### src/rtl/lane_scheduler_pkg.sv
// Shared types and constants for the lane scheduler and the lane logic.
package lane_pkg;

  typedef enum logic [2:0] {
    IDLE,
    GEN,
    SETUP,
    STROBE,
    GAP,
    DONE
  } state_e;

  localparam int unsigned CAR_COUNT_MAX = 5;
  localparam int unsigned CAR_SPEED_MAX = 7;
  localparam logic [15:0] LFSR_MASK     = 16'hB400;
  localparam int unsigned CAR_WIDTH     = 48;

  // One step of the right-shifting Galois LFSR.
  function automatic logic [15:0] lfsr_step(input logic [15:0] s);
    lfsr_step = (s >> 1) ^ (s[0] ? LFSR_MASK : 16'h0000);
  endfunction

endpackage

### src/rtl/lane_scheduler_lfsr16.sv
// 16-bit Galois LFSR that advances only when Step is high.
module lfsr16
  import lane_pkg::*;
#(
  parameter logic [15:0] SEED = 16'hACE1
) (
  input  logic        Clk,
  input  logic        ResetN,
  input  logic        Step,
  output logic [15:0] State
);

  // A zero seed would lock the LFSR, so it is replaced by 1.
  localparam logic [15:0] INIT = (SEED == 16'h0000) ? 16'h0001 : SEED;

  logic [15:0] state_q;

  // Advance the sequence on request; only reset reloads it.
  always_ff @(posedge Clk or negedge ResetN) begin
    if (!ResetN) begin
      state_q <= INIT;
    end else if (Step) begin
      state_q <= lfsr_step(state_q);
    end
  end

  assign State = state_q;

endmodule

### src/rtl/lane_scheduler.sv
// Level-start sequencer: generates a pseudo-random configuration per lane,
// drives it onto the shared bus, then strobes each lane's SpawnEnable.
module lane_scheduler
  import lane_pkg::*;
#(
  parameter int unsigned NUM_LANES   = 8,
  parameter logic [15:0] SEED        = 16'hACE1,
  parameter int unsigned HOLD_CYCLES = 2
) (
  input  logic                 Clk,
  input  logic                 ResetN,
  input  logic                 Start,
  input  logic                 Abort,
  input  logic [3:0]           Level,
  output logic                 Busy,
  output logic                 Done,
  output logic [NUM_LANES-1:0] SpawnEnable,
  output logic                 Direction,
  output logic [1:0]           CarType,
  output logic [2:0]           CarCount,
  output logic [2:0]           CarSpeed
);

  localparam int unsigned      HW        = (HOLD_CYCLES > 1) ? $clog2(HOLD_CYCLES) : 1;
  localparam logic [HW-1:0]    HOLD_LAST = HW'(HOLD_CYCLES - 1);
  localparam logic [3:0]       LAST_IDX  = 4'(NUM_LANES - 1);

  state_e        state_q;
  logic [3:0]    idx_q;
  logic [HW-1:0] hold_q;
  logic          done_pend_q;

  logic [15:0]   lfsr;
  logic          step_d;
  logic [4:0]    speed_sum;
  logic [2:0]    speed_d;
  logic [2:0]    count_d;
  logic          unused_bits;

  // Residue of a 3-bit value modulo CAR_COUNT_MAX.
  function automatic logic [2:0] mod5(input logic [2:0] v);
    case (v)
      3'd0:    mod5 = 3'd0;
      3'd1:    mod5 = 3'd1;
      3'd2:    mod5 = 3'd2;
      3'd3:    mod5 = 3'd3;
      3'd4:    mod5 = 3'd4;
      3'd5:    mod5 = 3'd0;
      3'd6:    mod5 = 3'd1;
      default: mod5 = 3'd2;
    endcase
  endfunction

  // The LFSR is stepped on the edge that enters GEN, so during GEN its
  // register already holds the new value and GEN registers the bus from it.
  always_comb begin
    step_d = 1'b0;
    if (!Abort) begin
      step_d = ((state_q == IDLE) && Start) ||
               ((state_q == GAP) && (idx_q != LAST_IDX));
    end
  end

  lfsr16 #(.SEED(SEED)) u_lfsr (
    .Clk    (Clk),
    .ResetN (ResetN),
    .Step   (step_d),
    .State  (lfsr)
  );

  // Configuration fields derived from the current LFSR value.
  always_comb begin
    speed_sum = 5'd1 + {2'b00, Level[3:1]} + {3'b000, lfsr[7:6]};
    speed_d   = (speed_sum > 5'(CAR_SPEED_MAX)) ? 3'(CAR_SPEED_MAX) : speed_sum[2:0];
    count_d   = 3'd1 + mod5(lfsr[5:3]);
  end

  assign unused_bits = ^{Level[0], lfsr[15:8]};

  // Sequencer FSM with all outputs registered.
  always_ff @(posedge Clk or negedge ResetN) begin
    if (!ResetN) begin
      state_q     <= IDLE;
      idx_q       <= '0;
      hold_q      <= '0;
      done_pend_q <= 1'b0;
      Busy        <= 1'b0;
      Done        <= 1'b0;
      SpawnEnable <= '0;
      Direction   <= 1'b0;
      CarType     <= '0;
      CarCount    <= '0;
      CarSpeed    <= '0;
    end else begin
      Done        <= 1'b0;
      done_pend_q <= 1'b0;
      if (Abort) begin
        state_q     <= IDLE;
        Busy        <= 1'b0;
        SpawnEnable <= '0;
      end else begin
        case (state_q)
          IDLE: begin
            if (Start) begin
              state_q <= GEN;
              idx_q   <= '0;
              Busy    <= 1'b1;
            end
          end
          GEN: begin
            Direction <= lfsr[0];
            CarType   <= lfsr[2:1];
            CarCount  <= count_d;
            CarSpeed  <= speed_d;
            state_q   <= SETUP;
          end
          SETUP: begin
            hold_q      <= '0;
            SpawnEnable <= NUM_LANES'(1) << idx_q;
            state_q     <= STROBE;
          end
          STROBE: begin
            if (hold_q == HOLD_LAST) begin
              SpawnEnable <= '0;
              state_q     <= GAP;
            end else begin
              hold_q <= hold_q + 1'b1;
            end
          end
          GAP: begin
            if (idx_q == LAST_IDX) begin
              state_q <= DONE;
            end else begin
              idx_q   <= idx_q + 4'd1;
              state_q <= GEN;
            end
          end
          DONE: begin
            // Done is presented on the cycle following the exit from DONE.
            Done    <= 1'b1;
            Busy    <= 1'b0;
            state_q <= IDLE;
          end
          default: state_q <= IDLE;
        endcase
      end
    end
  end

endmodule

### config.mk
export PLATFORM = sky130hd
export DESIGN_NAME = lane_scheduler
export DESIGN_NICKNAME = d
export VERILOG_FILES = /design/src/rtl/lane_scheduler_pkg.sv /design/src/rtl/lane_scheduler_lfsr16.sv /design/src/rtl/lane_scheduler.sv
export SDC_FILE = /design/constraint.sdc
export NUM_CORES = 1
export LEC_CHECK = 0
export CAP_MARGIN = 10
export CORE_ASPECT_RATIO = 1.2
export CORE_MARGIN = 2
export CORE_UTILIZATION = 49
export DETAILED_ROUTE_END_ITERATION = 6
export PLACE_DENSITY_LB_ADDON = 0.3
export SLEW_MARGIN = 0
export SYNTH_ARGS = -nofsm -noshare
export SYNTH_HDL_FRONTEND = slang
export SYNTH_SLANG_ARGS = --single-unit
### constraint.sdc
create_clock -name Clk -period 1.6 [get_ports Clk]
set_clock_uncertainty 0.1 [all_clocks]
set_input_delay 0.32 -clock Clk [delete_from_list [all_inputs] [get_ports Clk]]
set_output_delay 0.32 -clock Clk [all_outputs]
set_load 0.03 [all_outputs]
==> impl_metrics.json <==
{
  "start_kind": "register",
  "cellLeakagePower_uw": 0.00139,
  "yosysWarningCount": 0,
  "vias": 1467,
  "syn_area_um2": 2100,
  "drive_gt1_share_pct": 42.6,
  "fin_nets": 240,
  "crit_family": "simple AND/OR/NAND/NOR gates",
  "total_power_uw": 2530,
  "fillers": 297,
  "cts_max_level": 2,
  "cts_made_buffers": 5,
  "overflow": 0,
  "ys.flop_type": "dfrtp_1",
  "drtPass1Iterations": 4,
  "num_antenna_cells": 0,
  "grt_busiest_layer": "met2",
  "period_share_pct": 104,
  "grtUsageMet1_pct": 21.8,
  "cp_num_buf_inv": 1,
  "ios": 27,
  "avgSynthCellArea_um2": 12.9,
  "row_count": 26,
  "cpPeakStageDelay_ns": 0.39,
  "rsz0062_at_grt": "yes",
  "finalSetupViolations": 16,
  "seq_area_frac_synth_pct": 51.7,
  "gp_congestion": 0.747,
  "fmax_ghz": 0.600,
  "violations": "setup timing",
  "cp.arrival_ns": 1.75,
  "drv_slew": 0,
  "slew_headroom_pct": 75.1,
  "status": "complete, but fails checks",
  "grt_pass1_vias": 1543,
  "dpl.hpwl_mm": 2.83,
  "clock-sinks": 43,
  "core_region_area_um2": 4200,
  "crit_type": "reg2reg",
  "slowest_stage": "dfrtp_1",
  "cts_tree": "yes",
  "post_drt_wl_per_cell_um": 15.4,
  "period_needed_ns": 1.67,
  "die_x_um": 63.8,
  "cp.required_ns": 1.69,
  "grt_antenna_before_repair": 0,
  "syn2layout_area_growth_pct": 36.4,
  "clock_latency_ns": 0.30,
  "syn-instance-count": 163,
  "hold_class": "reg2reg",
  "die_h_um": 75.7,
  "via_per_inst": 5.26,
  "drt_iter0_markers": 49,
  "synth_edf_count": 0,
  "fin_tns_setup_ns": -0.494,
  "route.detailed.drc": 0,
  "crit_fanout": 2,
  "holdWs_ns": 0.401,
  "powerDensity_nw_per_um2": 882,
  "grt_start_max_net_pins": 44,
  "drt_wl_total_mm": 4.30,
  "start_util_pct": 50.0,
  "cts_root_buf": "clkbuf_8",
  "cts_max_path_buffers": 2,
  "clkSlewWorstSetupHoldPaths_ns": 0.08,
  "drv_cap": 0,
  "ant_nets": 0,
  "fin_util_pct": 68.2,
  "critPathCaptureType": "register",
  "die_area_um2": 4830,
  "worst_pin_slew_ns": 0.368,
  "met2_usage_pct": 39.4,
  "layout_setup_ws_ns": -0.0656,
  "async_flop_share_pct": 100,
  "vdd.ir_drop.worst_mv": 0.677,
  "syn_nets": 181,
  "finalHoldViolations": 0,
  "io_buffers": 25,
  "grt.met3_usage_pct": 4.58,
  "synth-seq-cells": 43,
  "placed_cell_area_um2": 2570,
  "critical_path.cell_chain": "ha_2 -> buf_6 -> and3b_2 -> nor4_4 -> mux2_4",
  "fin_area_um2": 2860,
  "grt_first_pass_wirelength_mm": 7.39,
  "ys_types": 41,
  "track_usage_pct": 20.3
}
## report_power, final
group	switching, µW	internal [µW]
clock	367	392
combinational	316	234
sequential	60.1	1160
total	743	1780
## cell usage in the layout (no fill, tap or decap), types with 3 or more instances in the layout
| cell type | instances |
|---|---|
| nor2_1 | 7 |
| ha_1 | 7 |
| inv_1 | 7 |
| nand2_1 | 3 |
| nor4_4 | 3 |
| dfrtp_2 | 3 |
| buf_6 | 6 |
| dfstp_2 | 8 |
| dlygate4sd2_1 | 20 |
| dfrtp_1 | 32 |
| inv_2 | 4 |
| a22o_1 | 8 |
| o21ai_0 | 5 |
| mux2_2 | 4 |
| a31oi_1 | 4 |
| buf_4 | 26 |
| a21oi_1 | 4 |
| clkdlybuf4s50_1 | 4 |
| xor2_1 | 3 |
| clkbuf_8 | 7 |
| mux2_4 | 18 |
## cells by family after synthesis
logic type | Yosys count | share of synthesized area [%]
buf+inv | 19 | 4.41
mux | 23 | 13.5
fa+ha+maj | 10 | 6.32
simple gates | 31 | 10.7
flops | 43 | 51.7
xor+xnor | 5 | 2.09
compound gates | 32 | 11.2
## synthesized netlist by cell type, drive strengths merged, types with 3 or more instances
master   n  area share, %
a21oi    5            1.2
a22o     8            3.3
a31oi    4            1.2
buf      6            2.1
dfrtp   35             42
dfstp    8             10
ha       9            5.4
inv     11            2.0
mux2    22             13
nand2    3           0.54
nor2     7            1.3
nor4     4            1.9
nor4b    3            2.7
o21ai    7            1.7
xor2     3            1.3
## worst paths after layout
kind                                            start                      endpoint  slack (ns)  depth (start not counted)
max                              idx_q[0]$_DFFE_PN0P_          idx_q[3]$_DFFE_PN0P_       -0.07                          5
min                        SpawnEnable[6]$_DFFE_PN0P_    SpawnEnable[6]$_DFFE_PN0P_        0.40                          1
max reg2reg                      idx_q[0]$_DFFE_PN0P_          idx_q[3]$_DFFE_PN0P_       -0.07                          5
min reg2reg                SpawnEnable[6]$_DFFE_PN0P_    SpawnEnable[6]$_DFFE_PN0P_        0.40                          1
max in group asynchronous                      ResetN  u_lfsr.State[13]$_DFFE_PN1P_        0.71                          3
min in group asynchronous                      ResetN    SpawnEnable[2]$_DFFE_PN0P_        0.42                          3
## registers in the layout, summed over array words and instances (netlist names)
name / cells
u_lfsr.State: 16
hold_q: 1
Done: 1
CarSpeed: 3
CarCount: 3
SpawnEnable: 8
Direction: 1
CarType: 2
idx_q: 4
Busy: 1
state_q: 3
## cell type report
type	instances	area [µm²]	area share [%]
Timing Repair Buffer	60	528	18.4
Multi-Input combinational cell	101	1030	36.0
Clock inverter	1	7.51	0.262
Inverter	11	41.3	1.44
Tap cell	56	70.1	2.45
Clock buffer	7	96.3	3.36
Sequential cell	43	1090	38.1
## stage by stage
step	setup WS (ns)	cells
finish	-0.0656	279
global route	-0.120	279
CTS	-0.0941	278
detailed placement	-0.712	261
global placement	-0.658	261
floorplan	-0.132	163
## routing by layer
layer	vias to the layer above	part of all wire (%)
li1	698	-
met2	32	56
met1	732	40
met5	-	0
met4	0	1.1
met3	5	2.7
## repair_timing
| action | CTS | global route |
|---|---|---|
| setup buffers | 7 | 3 |
| cloned | 1 | 0 |
| pin swaps | 9 | 11 |
| resized for setup | 47 | 15 |
| hold buffers | 1 | 0 |
| hold endpoints to repair | 35 | 0 |
| endpoints found under the setup margin | 54 | 36 |
No activity file was read; power rests on OpenSTA's default activity.
